### config.mk
export PLATFORM = sky130hd
export DESIGN_NAME = temp_calc_multich
export DESIGN_NICKNAME = d
export VERILOG_FILES = /design/src/rtl/temp_calc_multich.sv
export SDC_FILE = /design/constraint.sdc
export NUM_CORES = 1
export LEC_CHECK = 0
export BUFFER_PORTS_ARGS = -buffer_cell sky130_fd_sc_hd__buf_2
export CORE_ASPECT_RATIO = 1.5
export CORE_UTILIZATION = 40
export CTS_CLUSTER_SIZE = 16
export DETAILED_ROUTE_END_ITERATION = 16
export GPL_TIMING_DRIVEN = 0
export HOLD_SLACK_MARGIN = 0.1
export REMOVE_ABC_BUFFERS = 1
export SLEW_MARGIN = 20
export SYNTH_ARGS = -nofsm -noshare
export SYNTH_HDL_FRONTEND = slang
export SYNTH_SLANG_ARGS = --single-unit
export TNS_END_PERCENT = 50
### constraint.sdc
create_clock -name clk -period 4.7 [get_ports clk]
set_input_delay 0.94 -clock clk [delete_from_list [all_inputs] [get_ports clk]]
set_output_delay 0.94 -clock clk [all_outputs]
set_load 0.05 [all_outputs]
### src/rtl/temp_calc_multich.sv
// temp_calc_multich: time-shared multi-channel temperature calculator.
// Each accepted sample becomes tc_base + in_adc*tc_ref (mod 2^OUT_W). The
// result is then box-averaged over 2^AVG_LOG2 samples per channel, and one
// averaged reading is emitted per completed group.
// Optional alarm logic (threshold compare plus sticky per-channel flags) is
// compiled in when TEMP_CALC_ALARM_EN is defined.

module temp_calc_multich #(
   parameter  int CHANNELS = 4,
   parameter  int ADC_W    = 16,
   parameter  int REF_W    = 8,
   parameter  int OUT_W    = 32,
   parameter  int AVG_LOG2 = 2,
   localparam int CH_W     = (CHANNELS > 1) ? $clog2(CHANNELS) : 1
) (
   input  logic                clk,
   input  logic                rst,
   input  logic [OUT_W-1:0]    tc_base,
   input  logic [REF_W-1:0]    tc_ref,
   input  logic                in_valid,
   output logic                in_ready,
   input  logic [CH_W-1:0]     in_ch,
   input  logic [ADC_W-1:0]    in_adc,
   output logic                out_valid,
   input  logic                out_ready,
   output logic [CH_W-1:0]     out_ch,
   output logic [OUT_W-1:0]    out_data,
`ifdef TEMP_CALC_ALARM_EN
   input  logic [OUT_W-1:0]    alarm_thresh,
   input  logic                alarm_clr,
   output logic                out_alarm,
   output logic [CHANNELS-1:0] alarm_flags,
`endif
   output logic                busy
);

   localparam int PROD_W = ADC_W + REF_W;
   localparam int ACC_W  = OUT_W + AVG_LOG2;
   localparam int CNT_W  = (AVG_LOG2 > 0) ? AVG_LOG2 : 1;
   localparam int CHX_W  = CH_W + 1;
   localparam logic [CNT_W-1:0] CNT_LAST = CNT_W'((1 << AVG_LOG2) - 1);

   typedef enum logic [1:0] {S_IDLE, S_CALC, S_ACC, S_OUT} state_t;

   state_t             state_q;
   logic               in_ready_q;
   logic               out_valid_q;
   logic               busy_q;
   logic [CH_W-1:0]    out_ch_q;
   logic [OUT_W-1:0]   out_data_q;

   // Latched input sample
   logic [CH_W-1:0]    ch_q;
   logic [ADC_W-1:0]   adc_q;
   logic [OUT_W-1:0]   base_q;
   logic [REF_W-1:0]   ref_q;
   logic [OUT_W-1:0]   temp_q;

   // Per-channel partial averages
   logic [ACC_W-1:0]   acc_q [CHANNELS];
   logic [CNT_W-1:0]   cnt_q [CHANNELS];

   logic [PROD_W-1:0]  prod_d;
   logic [OUT_W-1:0]   temp_d;
   logic [ACC_W-1:0]   acc_sel;
   logic [CNT_W-1:0]   cnt_sel;
   logic [ACC_W-1:0]   sum_d;
   logic [OUT_W-1:0]   avg_d;
   logic               ch_ok;
   logic               complete;

   // Conversion datapath, channel selection and average computation
   always_comb begin
      prod_d  = PROD_W'(adc_q) * PROD_W'(ref_q);
      temp_d  = base_q + OUT_W'(prod_d);
      acc_sel = '0;
      cnt_sel = '0;
      for (int unsigned c = 0; c < CHANNELS; c++) begin
         if (ch_q == CH_W'(c)) begin
            acc_sel = acc_q[c];
            cnt_sel = cnt_q[c];
         end
      end
      // Widened compare so non-power-of-two channel counts can reject codes
      ch_ok    = ({1'b0, ch_q} < CHX_W'(CHANNELS));
      sum_d    = acc_sel + ACC_W'(temp_q);
      avg_d    = OUT_W'(sum_d >> AVG_LOG2);
      complete = (state_q == S_ACC) && ch_ok && (cnt_sel == CNT_LAST);
   end

   // Control FSM with registered handshake outputs and accumulator update
   always_ff @(posedge clk) begin
      if (rst) begin
         state_q     <= S_IDLE;
         in_ready_q  <= 1'b1;
         out_valid_q <= 1'b0;
         busy_q      <= 1'b0;
         out_ch_q    <= '0;
         out_data_q  <= '0;
         ch_q        <= '0;
         adc_q       <= '0;
         base_q      <= '0;
         ref_q       <= '0;
         temp_q      <= '0;
         for (int unsigned c = 0; c < CHANNELS; c++) begin
            acc_q[c] <= '0;
            cnt_q[c] <= '0;
         end
      end else begin
         case (state_q)
            S_IDLE: begin
               if (in_valid) begin
                  ch_q       <= in_ch;
                  adc_q      <= in_adc;
                  base_q     <= tc_base;
                  ref_q      <= tc_ref;
                  in_ready_q <= 1'b0;
                  busy_q     <= 1'b1;
                  state_q    <= S_CALC;
               end
            end
            S_CALC: begin
               temp_q  <= temp_d;
               state_q <= S_ACC;
            end
            S_ACC: begin
               if (complete) begin
                  for (int unsigned c = 0; c < CHANNELS; c++) begin
                     if (ch_q == CH_W'(c)) begin
                        acc_q[c] <= '0;
                        cnt_q[c] <= '0;
                     end
                  end
                  out_data_q  <= avg_d;
                  out_ch_q    <= ch_q;
                  out_valid_q <= 1'b1;
                  state_q     <= S_OUT;
               end else begin
                  if (ch_ok) begin
                     for (int unsigned c = 0; c < CHANNELS; c++) begin
                        if (ch_q == CH_W'(c)) begin
                           acc_q[c] <= sum_d;
                           cnt_q[c] <= cnt_sel + CNT_W'(1);
                        end
                     end
                  end
                  in_ready_q <= 1'b1;
                  busy_q     <= 1'b0;
                  state_q    <= S_IDLE;
               end
            end
            S_OUT: begin
               if (out_ready) begin
                  out_valid_q <= 1'b0;
                  in_ready_q  <= 1'b1;
                  busy_q      <= 1'b0;
                  state_q     <= S_IDLE;
               end
            end
            default: begin
               state_q    <= S_IDLE;
               in_ready_q <= 1'b1;
               busy_q     <= 1'b0;
            end
         endcase
      end
   end

   assign in_ready  = in_ready_q;
   assign out_valid = out_valid_q;
   assign out_ch    = out_ch_q;
   assign out_data  = out_data_q;
   assign busy      = busy_q;

`ifdef TEMP_CALC_ALARM_EN
   logic                out_alarm_q;
   logic [CHANNELS-1:0] alarm_flags_q;
   logic                alarm_hit;

   assign alarm_hit = (avg_d > alarm_thresh);

   // Alarm registered alongside out_data; sticky flags, clear beats set
   always_ff @(posedge clk) begin
      if (rst) begin
         out_alarm_q   <= 1'b0;
         alarm_flags_q <= '0;
      end else begin
         if (complete) begin
            out_alarm_q <= alarm_hit;
         end
         if (alarm_clr) begin
            alarm_flags_q <= '0;
         end else if (complete && alarm_hit) begin
            for (int unsigned c = 0; c < CHANNELS; c++) begin
               if (ch_q == CH_W'(c)) begin
                  alarm_flags_q[c] <= 1'b1;
               end
            end
         end
      end
   end

   assign out_alarm   = out_alarm_q;
   assign alarm_flags = alarm_flags_q;
`endif

endmodule

* Yosys cells after proc, flatten, opt, wreduce, memory -nomap -nowiden *
Memory sizes are Yosys's and may differ from the RTL's.
Index checks and enable logic that the tools add are counted.

storage, ports and cells
  flip-flop bits (word level) = 129
  bits in writable memories = 144
  input bits = 62
  output and inout port bits = 37
  memories = 2

operators by class
  add/sub/neg operators = 3
  multipliers = 1
  eq/ne operators = 11
  muxes and demuxes = 76
  bitwise gates (word level) = 16
  reductions and logical operators = 10

memory list
  memory  depth  bits a word  read ports  clocked after memory_dff  write ports  RTL line  text
  acc_q   4      34           4           0                         4            60        logic [ACC_W-1:0] acc_q [CHANNELS];
  cnt_q   4      2            4           0                         4            61        logic [CNT_W-1:0] cnt_q [CHANNELS];

operator list
  kind                                                             number
  34-bit 2-to-1 mux                                                12
  1-bit 2-to-1 mux                                                 45
  34-bit by 32-bit adder with 34-bit output                        1
  32-bit by 24-bit adder with 32-bit output                        1
  2-bit 2-to-1 mux                                                 15
  16-bit by 8-bit multiplier with 24-bit output                    1
  1-bit OR                                                         16
  2-bit == test, second input constant                             5
  2-bit != test, second input constant                             4
  2-bit one-hot mux with 4 select lines                            1
  1-bit one-hot mux with 3 select lines                            2
  2-bit AND reduction                                              3
  2-bit by 1-bit == test with 1-bit output, second input constant  2
  2-bit zero test                                                  2
  4-bit AND reduction                                              1
  3-bit AND reduction                                              1
  3-bit nonzero test                                               1
  2-bit by 1-bit adder with 2-bit output, second input constant    1
  1-bit one-hot mux with 2 select lines                            1
  2-bit nonzero test                                               1
  1-bit logical AND                                                1

* Logic depth before layout (Yosys ltp) *
Gate-level depths: netlist of run 1.

  depth after elaboration = 13
  mapped depth = 21
  gate-level depth less buffers = 20

* Worst setup path before layout of run 1 *
No wires, ideal clock.

  path kind = register to register
  from = register ref_q[0]
  to = register temp_q[20]
  setup time = 134 ps
  arrival time = 5,013 ps
  path slack = -446 ps
  stages on the path, launching flop included = 21
  buffers on the path = 2
  clock period less this slack = 5,146 ps
  cell sequence = dfxtp_1 > clkbuf_1 > clkbuf_1 > nand2_1 > fa_1 > inv_1 > fa_1 > fa_1 > inv_1 > fa_1 > inv_1 > ha_1 > a21oi_1 > nand2_1 > a221o_1 > o41ai_1 > o31ai_1 > a21o_1 > a21oi_1 > or4_1 > o211ai_1

on the way
  word-level cells in the longest chain between the ends = 2

ends and longest elaborated chain
  what                                           RTL line  text
  from (decl)                                    56        logic [REF_W-1:0] ref_q;
  from (signal assigned)                         116       ref_q <= tc_ref;
  16-bit by 8-bit multiplier with 24-bit output  74        prod_d = PROD_W'(adc_q) * PROD_W'(ref_q);
  32-bit by 24-bit adder with 32-bit output      75        temp_d = base_q + OUT_W'(prod_d);
  to (signal assigned)                           123       temp_q <= temp_d;
  to (decl)                                      57        logic [OUT_W-1:0] temp_q;

Every way passes these cells.
A chain may end at the register's enable or synchronous reset.

* Worst setup path after layout of run 1 *
  from = register ref_q[3]
  to = register temp_q[20]

The elaborated chain is that of the path after synthesis.

==> results of run 1 <==
stage by stage:
step	hold WS (ns)	TNS [ns]	utilization	setup slack, ns
finish	0.457	-1.27	0.472	-0.235
global route	0.473	-4.08	0.472	-0.448
CTS	0.459	-1.59	0.467	-0.213
detailed placement	0.446	-11.40	0.432	-0.938
global placement	0.430	-455.52	0.425	-2.81
floorplan	0.420	-4.79	-	-0.436
timing repair:
| item | CTS | global route |
|---|---|---|
| cloned | 0 | 0 |
| buffers inserted | 24 | 14 |
| endpoints found under the setup margin | 22 | 19 |
| hold buffers | 0 | 0 |
| pin swaps | 47 | 46 |
| gates resized for setup | 86 | 26 |
worst register-to-register path, cell delays in order, from the launching register on:
cell and delay [ns]:
sky130_fd_sc_hd__dfxtp_4 0.36, sky130_fd_sc_hd__buf_6 0.14, sky130_fd_sc_hd__and2_1 0.15, sky130_fd_sc_hd__fa_1 0.48, sky130_fd_sc_hd__fa_1 0.52, sky130_fd_sc_hd__fa_1 0.50, sky130_fd_sc_hd__inv_1 0.06, sky130_fd_sc_hd__fa_1 0.48
sky130_fd_sc_hd__inv_1 0.07, sky130_fd_sc_hd__ha_4 0.29, sky130_fd_sc_hd__and4_4 0.26, sky130_fd_sc_hd__nand2_4 0.08, sky130_fd_sc_hd__nor3_4 0.29, sky130_fd_sc_hd__o41ai_4 0.11, sky130_fd_sc_hd__o31ai_2 0.34, sky130_fd_sc_hd__a21o_1 0.16
sky130_fd_sc_hd__a21oi_1 0.07, sky130_fd_sc_hd__or4_1 0.41, sky130_fd_sc_hd__o211ai_1 0.10
power breakdown:
group / switching (mW) / internal (mW) / leakage [nW] / total, mW
Clock: 0.947 / 1.35 / 0.459 / 2.30
Sequential: 0.0949 / 2.55 / 2.47 / 2.64
Combinational: 0.550 / 0.368 / 5.49 / 0.918
flip-flops by register name, summed over array words and instances, names as in the netlist, 2 cells and up:
| name | cells |
|---|---|
| ref_q | 8 |
| base_q | 32 |
| out_ch | 2 |
| temp_q | 32 |
| ch_q | 2 |
| acc_q | 136 |
| cnt_q | 8 |
| out_data | 32 |
| state_q | 2 |
| adc_q | 16 |
kinds of logic after synthesis:
family,count (synthesis)
AOI/OAI and AO/OA,325
xor gates and xnor gates,50
adders and majority gates,189
buffers and inverters,274
DFF,273
muxes,37
and+or+nand+nor,677
how the worst max path moves through the flow:
stage / endpoint / slack (ns) / cells after the start / startpoint
after floorplan: acc_q[3][32]$_SDFFCE_PN0P_ / -0.44 / 12 / ch_q[0]$_SDFFE_PP0P_
after global placement: acc_q[2][14]$_SDFFE_PP0P_ / -2.81 / 6 / rst
after detailed placement: temp_q[20]$_SDFFE_PP0N_ / -0.94 / 18 / ref_q[0]$_SDFFE_PP0P_
after CTS: temp_q[30]$_SDFFE_PP0N_ / -0.21 / 18 / ref_q[2]$_SDFFE_PP0P_
after global routing: temp_q[20]$_SDFFE_PP0N_ / -0.45 / 17 / ref_q[4]$_SDFFE_PP0P_
final: temp_q[20]$_SDFFE_PP0N_ / -0.23 / 18 / ref_q[3]$_SDFFE_PP0P_
layer usage:
metal / track usage / vias up
met2: 0.383 / 252
met4: 0.0638 / 0
met5: 0 / -
li1: - / 6219
met1: 0.230 / 6233
met3: 0.0200 / 67
cells in the mapped netlist (12+ instances only):
master,instances,area [sq um]
sky130_fd_sc_hd__nand2_1,270,1010
sky130_fd_sc_hd__nor2_1,227,852
sky130_fd_sc_hd__inv_1,179,672
sky130_fd_sc_hd__dfxtp_1,165,3300
sky130_fd_sc_hd__a21oi_1,151,756
sky130_fd_sc_hd__edfxtp_1,108,3240
sky130_fd_sc_hd__fa_1,107,2140
sky130_fd_sc_hd__and2_1,87,544
sky130_fd_sc_hd__clkbuf_1,83,312
sky130_fd_sc_hd__ha_1,82,1030
sky130_fd_sc_hd__o21ai_0,49,245
sky130_fd_sc_hd__mux4_2,36,811
sky130_fd_sc_hd__a31oi_1,27,169
sky130_fd_sc_hd__xnor2_1,26,228
sky130_fd_sc_hd__nand3_1,23,115
sky130_fd_sc_hd__xor2_1,20,175
sky130_fd_sc_hd__a21o_1,17,128
sky130_fd_sc_hd__nor3_1,14,70.1
sky130_fd_sc_hd__nor2b_1,12,75.1
cell type report:
| cell class | count | share of cell area |
|---|---|---|
| multi-input combinational | 1278 | 0.495 |
| tap | 564 | 0.0356 |
| timing repair buffer | 151 | 0.0558 |
| clock buffer | 35 | 0.0381 |
| inverter | 179 | 0.0339 |
| clock inverter | 13 | 0.00839 |
| sequential | 273 | 0.333 |
==> results list, run 1 <==
- STA puts the critical path data required time at 5.17 ns.
- During synthesis, Yosys emitted a total of 0 warnings.
* Area growth from synthesis to final layout: 16.6%
- Buffers placed on the I/O ports in this run total 98.
* Post-synthesis share of cell area spent on xor and xnor gates: 0.0275
- During I/O placement, the number of pins put on the boundary was 99.
* Multiplexer area fraction after synthesis: 0.0482
* Nature of the critical path endpoint: register
- Largest buffer count on any clock path: 3
* Cell area after synthesis: 17000 sq um
* Reg2Reg Depth: 18
* Length of routed met3 wiring: 1.56 mm
- Highest attainable clock frequency: 203 MHz
- Layout filler cell count: 3993
* Total iterations of the first detailed-routing run: 5
- Capture instance of the worst register-to-register path: temp_q[20]$_SDFFE_PP0N_
- In the finished design, the share of the clock period the worst path needs comes to 1.05.
- Placed instance area: 18200 sq um
- Final number of setup-violating endpoints: 10
* Total wirelength of the detailed-routed design: 42.0 mm
- The cell count after synthesis came out at 1825.
- Max Used Layer: met4
- Data on the critical path arrives at its endpoint at 5.40 ns.
- In this design, the stage delay of the slowest critical-path cell is 0.52 ns.
- The hold violation count in the final report came to 0.
* Met2 Wirelength: 22.5 mm
* RR Startpoint: ref_q[3]$_SDFFE_PP0P_
* Path type of the worst min-delay path: reg -> reg
- For this run, design rule violations remaining after detail routing come to 0.
- Floorplan die height: 255 um
- Cell Count Post-Placement: 2407
- In this run, synthesis produced a sequential element count of 273.
- At the later pin of the worst-skew pair, clock insertion delay measures 0.56 ns.
- The worst hold path begins at base_q[17]$_SDFFE_PP0P_.
- CTS saw 273 sinks.
- Entering global routing, the biggest net connects 92 pins.
- In this run, synthesis inferred 108 flip-flops with an integrated enable.
- In the synthesized netlist the dominant register cell turns out to be sky130_fd_sc_hd__dfxtp_1.
- Global-route wire length before repair: 68.4 mm
* Max-Slew Margin vs Limit: 0.474
- The cell sitting at the root of the clock tree is a sky130_fd_sc_hd__clkbuf_16.
* Fraction of final layout cells sized beyond drive strength 1: 0.177
* Commonest non-fill, non-tap cell in the layout: sky130_fd_sc_hd__nand2_1
- Final #Nets: 2160
- For this run, the register share of the synthesized area comes to 0.385.
- After layout, the minimum clock period comes to 4.93 ns.
- Of all nets on the critical path, the largest fanout is 5.
* Count of antenna-violating nets left after detailed routing: 0
- The final max-slew violation count was 0.
- Summing all non-filler instances in the final layout gives an area of 19800 sq um.
- Traced cell by cell, the critical path runs through buf_6 > and2_1 > fa_1 > fa_1 > fa_1 > inv_1 > fa_1 > inv_1 > ha_4 > and4_4 > nand2_4 > nor3_4 > o41ai_4 > o31ai_2 > a21o_1 > a21oi_1 > or4_1 > o211ai_1.
* Total number of vias: 12800
- Detailed placement finished with a half-perimeter wire length of 29.4 mm.
- Leakage power summed over all cells: 8.43 nW
- Dividing the detail-routed wire length by the instance count gives 16.9 um.
- Crit path max-delay family: adder cells
- The tool flagged a number of max-cap violations equal to 0.
- Starting density of the core: 0.405
* Placeable core region: 42000 sq um
- The finished layout holds 2493 standard cells, fillers aside.
* Endpoint of the worst hold path: base_q[17]$_SDFFE_PP0P_
- Number of DRC markers after the initial detailed-route iteration: 610
* Global routing usage summed across all routing layers: 0.200
- Along the worst hold path, the cell count comes to 2.
* Pwr per Cell Area: 295 nW/um^2
- Type of the worst setup path: reg -> reg
- The checks that failed: negative setup slack.
* Via count normalized by instance count: 5.12
- Die width: 170 um
- Across the whole layout, storage elements account for 6610 sq um.
- On the final layout, the worst clock skew is 0.0141 ns.
- The setup check on the worst reg-to-reg path leaves a slack of -0.23 ns.
- Slew at the pin closest to its max-slew limit: 0.787 ns
- In the final routing, the length of wire on met1 measures 16.9 mm.
* Commonest cells after routing, fill and taps aside: 262 x sky130_fd_sc_hd__nand2_1, 227 x sky130_fd_sc_hd__nor2_1, 171 x sky130_fd_sc_hd__inv_1, 145 x sky130_fd_sc_hd__a21oi_1, 143 x sky130_fd_sc_hd__dfxtp_1
- Vias in the first global route: 13300
* Buffers & Inverters on Critical Path: 3
- Synth Area in Compound Gates: 0.117
* Worst Setup Start Kind: register
- The number of antenna diodes in the final layout is 0.
* Share of flip-flops with an asynchronous set or reset: 0
* VDD IR-drop max: 0.193 mV
* Multi-input logic area: 9820 sq um
- A synthesized cell averages 9.32 sq um.
* Most numerous cell on the critical path: sky130_fd_sc_hd__fa_1
- Dominant combinational cell family by area after synthesis: adder cells
* Antenna violations before repair: 0
* Post-synthesis share of cell area spent on and, or, nand and nor gates: 0.175
* CTS HTree Levels: 1
* Worst Setup Slack, final: -0.235 ns
- TritonCTS built the clock tree.
- Summed over all layers, the global routing overflow is 0.
- Die footprint: 43400 sq um
- TritonCTS Buffers: 26
* Setup repair after global routing missed its margin: yes
* Library cells used by synthesis: 68
- Worst-path clk slew: 0.07 ns
- Row count: 92
- Result of the run: complete, but fails checks
- Synth Area in Adders: 0.186
- Total power for the finished layout comes to 5.86 mW.
- Worst-path cell with the longest stage delay: sky130_fd_sc_hd__fa_1
* Placer's final routability congestion estimate: 0.847
Power figures use the tool's default switching activity.
==> run 2, diff against run 1 <==
--- a/config.mk
+++ b/config.mk
@@ -13,6 +13,7 @@
 export GPL_TIMING_DRIVEN = 0
 export HOLD_SLACK_MARGIN = 0.1
 export REMOVE_ABC_BUFFERS = 1
+export SETUP_SLACK_MARGIN = 0.4
 export SLEW_MARGIN = 20
 export SYNTH_ARGS = -nofsm -noshare
 export SYNTH_HDL_FRONTEND = slang
==> run 2 against run 1 <==
The run still ends with negative setup slack left. Power rose by 0.74%. Combinational power rose by 4.8%. Final area rose by 1.8%. Cell count rose by 0.56%. Wire length rose by 1.1%. Utilization rose by 0.87 points. Sequential power barely moved. Sequential share of layout area fell by 0.59 points. Worst setup slack improved by 0.038 ns. Maximum frequency rose by 0.77%.
==> results list, run 2 (synthesized netlist as in run 1, its figures left out) <==
- The floorplan die area is 43400 sq um (unchanged).
- The routed via count divided by cell count was 5.13 (+0.20%).
- Worst-path cell with the longest stage delay: sky130_fd_sc_hd__fa_1
* Result of the run: complete, but fails checks
- Maximum number of pins on one net before global-route repair: 92 (unchanged)
- The quantity of I/O buffers inserted on ports is 98 (unchanged).
- The clock latency reported for the late side of the worst-skew pair is 0.56 ns (about the same).
- The tree is rooted in a sky130_fd_sc_hd__clkbuf_16.
- The number of buffers created by CTS came to 26 (unchanged).
- The global-route wire length before repair was 68.9 mm (+0.77%).
- Counting stages on the worst path, the most repeated cell is sky130_fd_sc_hd__fa_1.
- Data required time at the worst endpoint: 5.11 ns (-0.06 ns)
- The worst-margin pin slew came to 0.743 ns (-0.0431 ns).
- Switching component of the power: 1.61 mW (+1.0%)
- The cell leakage power is 8.53 nW (+1.3%).
* Remaining global-route overflow: 0 (unchanged)
* Min-Delay Startpoint: base_q[1]$_SDFFE_PP0P_
- The final antenna diode count was 0 (unchanged).
- The data arrival time of the critical path came to 5.31 ns (-0.09 ns).
- The final hold slack is 0.456 ns (-0.00165 ns).
- The post-route DRC violation count was 0 (unchanged).
- Crit Path Max Fanout: 7 (+2)
* Switching power share of the total: 0.273 (+0.000848)
- Summed negative setup slack over all endpoints: -1.25 ns (+0.0213 ns)
- Largest buffer count on any clock path: 3 (unchanged)
- The clock share of power came to 0.389 (-0.003).
- Worst hold path stage count: 2 (unchanged)
- Type of the worst setup path: reg -> reg
- The power density of the placed cells is 292 nW/um^2 (-1.1%).
* Row count: 92 (unchanged)
- VDD IR-drop max: 0.191 mV (-1.2%)
* Final core utilization: 0.481 (+0.00870)
- The final worst-path setup slack is -0.197 ns (+0.0378 ns).
* Cell Count Post-Placement: 2407 (unchanged)
- Final cell count without fillers: 2507 (+0.56%)
- The multi-input logic area came to 10000 sq um (+2.3%).
* Floorplan die height: 255 um (unchanged)
- Pins over their slew limit: 0 (unchanged)
- The minimum setup slack among reg-to-reg paths was -0.20 ns (+0.04 ns).
* Final #Nets: 2174 (+0.65%)
- The weighted congestion reported at the end of routability-driven placement is 0.847 (unchanged).
* Reg2Reg Depth: 19 (+1)
* Share of the clock period used by the worst path after layout: 1.04 (-0.00804)
* Half-perimeter wire length after placement: 29.4 mm (unchanged)
- Max-Slew Margin vs Limit: 0.503 (+0.0288)
* Register area: 6620 sq um (about the same)
- The number of iterations in the first detailed-routing pass came to 5 (unchanged).
- STA classifies the critical path startpoint as a register.
- Number of hold-repair buffers added at the cts stage: 0 (unchanged)
- The checks that failed: negative setup slack.
- Fin Clk Skew: 0.0128 ns (-0.00131 ns)
- Setup repair after global routing could not meet its margin everywhere.
- The number of global-route vias before repair was 13300 (+0.66%).
- Register bank with the most flops: acc_q
- The total power came to 5.90 mW (+0.74%).
- Path type of the worst min-delay path: reg -> reg
- The fraction of final layout cells with drive strength greater than 1 is 0.200 (+0.0229).
- The count of vias placed by the detailed router is 12900 (+0.76%).
- The clock-pin slew reported for the worst setup and hold paths after clock tree synthesis came to 0.06 ns (about the same).
* Endpoint of the worst hold path: base_q[1]$_SDFFE_PP0P_
* CTS tree: done
- The area growth from synthesis to layout is 18.8%.
* Antenna violations before repair: 0 (unchanged)
- Number of DRC markers after the initial detailed-route iteration: 550 (-9.8%)
- The number of nets with antenna violations after routing is 0 (unchanged).
- Commonest cells after routing, fill and taps aside: 259 x sky130_fd_sc_hd__nand2_1, 227 x sky130_fd_sc_hd__nor2_1, 171 x sky130_fd_sc_hd__inv_1, 141 x sky130_fd_sc_hd__a21oi_1, 141 x sky130_fd_sc_hd__dfxtp_1
* I/O pin cnt: 99 (unchanged)
- Final hold violation count: 0 (unchanged)
- TritonCTS sink count: 273 (unchanged)
- The number of levels the H-tree was split into is 1 (unchanged).
- The standard cell core area came to 42000 sq um (unchanged).
- STA classifies the critical path endpoint as a register.
- Max-cap violations: 0 (unchanged)
* Flip-flop count of the largest register after layout: 136 (unchanged)
- Die width: 170 um (unchanged)
- The minimum period implied by the final worst setup slack was 4.90 ns (-0.0378 ns).
- The library cell used most frequently in the layout, excluding fill and tap cells, is sky130_fd_sc_hd__nand2_1.
- The sum of routed wire length over all layers came to 42.5 mm (+1.1%).
- The number of setup violations in the final report is 13 (+3).
- The design internal power is 4.29 mW (+0.62%).
* Layout filler cell count: 3941 (-1.3%)
- Starting density of the core: 0.405 (unchanged)
- Stage delay of the slowest cell on the critical path: 0.54 ns (+0.02 ns)
* Sequential Power Share: 0.448 (-0.003)
- Ordered list of cells on the worst path: buf_8 > buf_4 > and2_4 > fa_2 > fa_1 > fa_1 > inv_1 > fa_1 > inv_2 > ha_4 > and4_4 > and3_4 > a22o_1 > a21oi_4 > o22a_2 > o2111ai_2 > nand4_1 > xor2_1 > a21oi_1
* Global routing usage summed across all routing layers: 0.202 (+0.00131)
- Share of power burned in combinational logic: 0.163 (+0.006)
- The highest attainable clock frequency was 204 MHz (+0.77%).
- Capture instance of the worst register-to-register path: temp_q[31]$_SDFFE_PP0N_
* RR Startpoint: ref_q[2]$_SDFFE_PP0P_
* Post-detailed-route wirelength per cell: 17.0 um (+0.55%)
## run 2: power groups by stage
stage | clock network, mW | registers [mW] | logic [mW]
after detailed placement | 0 | 2.70 | 0.815
after CTS | 2.35 | 2.64 | 0.920
final | 2.30 | 2.64 | 0.962
after floorplan | 0 | 2.67 | 0.566
after global routing | 2.43 | 2.65 | 1.07
after global placement | 0 | 2.71 | 0.788
## run 2: layout make-up
cell class | count | share of cell area
clock buffer | 35 | 0.0375
clock inverter | 13 | 0.00823
inverter | 179 | 0.0332
multi-input combinational | 1278 | 0.497
sequential | 273 | 0.327
tap | 564 | 0.0349
timing repair buffer | 165 | 0.0615
## run 2: critical path: cells and delay by family, from the launching register on
family | cells | cell delay, ns
adders and majority gates | 5 | 2.31
and+or+nand+nor | 4 | 0.66
DFF | 1 | 0.39
AOI/OAI and AO/OA | 5 | 0.83
buffers and inverters | 4 | 0.39
xor gates and xnor gates | 1 | 0.17
## run 2: through the flow
step           instance area [sq um]  setup WS (ns)
3_3_place_gp                   17800          -2.81
4_1_cts                        19800         -0.186
2_1_floorplan                  16600         -0.436
5_1_grt                        20200         -0.406
3_5_place_dp                   18200         -0.938
6_report                       20200         -0.197
## run 2: metal layers
metal  vias up  global-route usage  part of all wire
li1       6243                   -                 -
met1      6268               0.231              0.40
met2       286               0.386              0.53
met3        71              0.0205             0.039
met4         0              0.0659             0.028
met5         -                   0                 0
## run 2: worst max-delay path by stage
stage / endpoint / from / depth (start not counted) / slack, ns
after floorplan: acc_q[3][32]$_SDFFCE_PN0P_ / ch_q[0]$_SDFFE_PP0P_ / 12 / -0.44
after global routing: temp_q[20]$_SDFFE_PP0N_ / ref_q[2]$_SDFFE_PP0P_ / 18 / -0.41
after global placement: acc_q[2][14]$_SDFFE_PP0P_ / rst / 6 / -2.81
after CTS: temp_q[30]$_SDFFE_PP0N_ / ref_q[2]$_SDFFE_PP0P_ / 17 / -0.19
after detailed placement: temp_q[20]$_SDFFE_PP0N_ / ref_q[0]$_SDFFE_PP0P_ / 18 / -0.94
final: temp_q[31]$_SDFFE_PP0N_ / ref_q[2]$_SDFFE_PP0P_ / 19 / -0.20
## run 2: repair_timing
item | CTS | global route
setup endpoints to repair | 33 | 44
pin swaps | 73 | 68
gates resized for setup | 115 | 51
buffers inserted | 31 | 21
hold endpoints to repair | 0 | 0
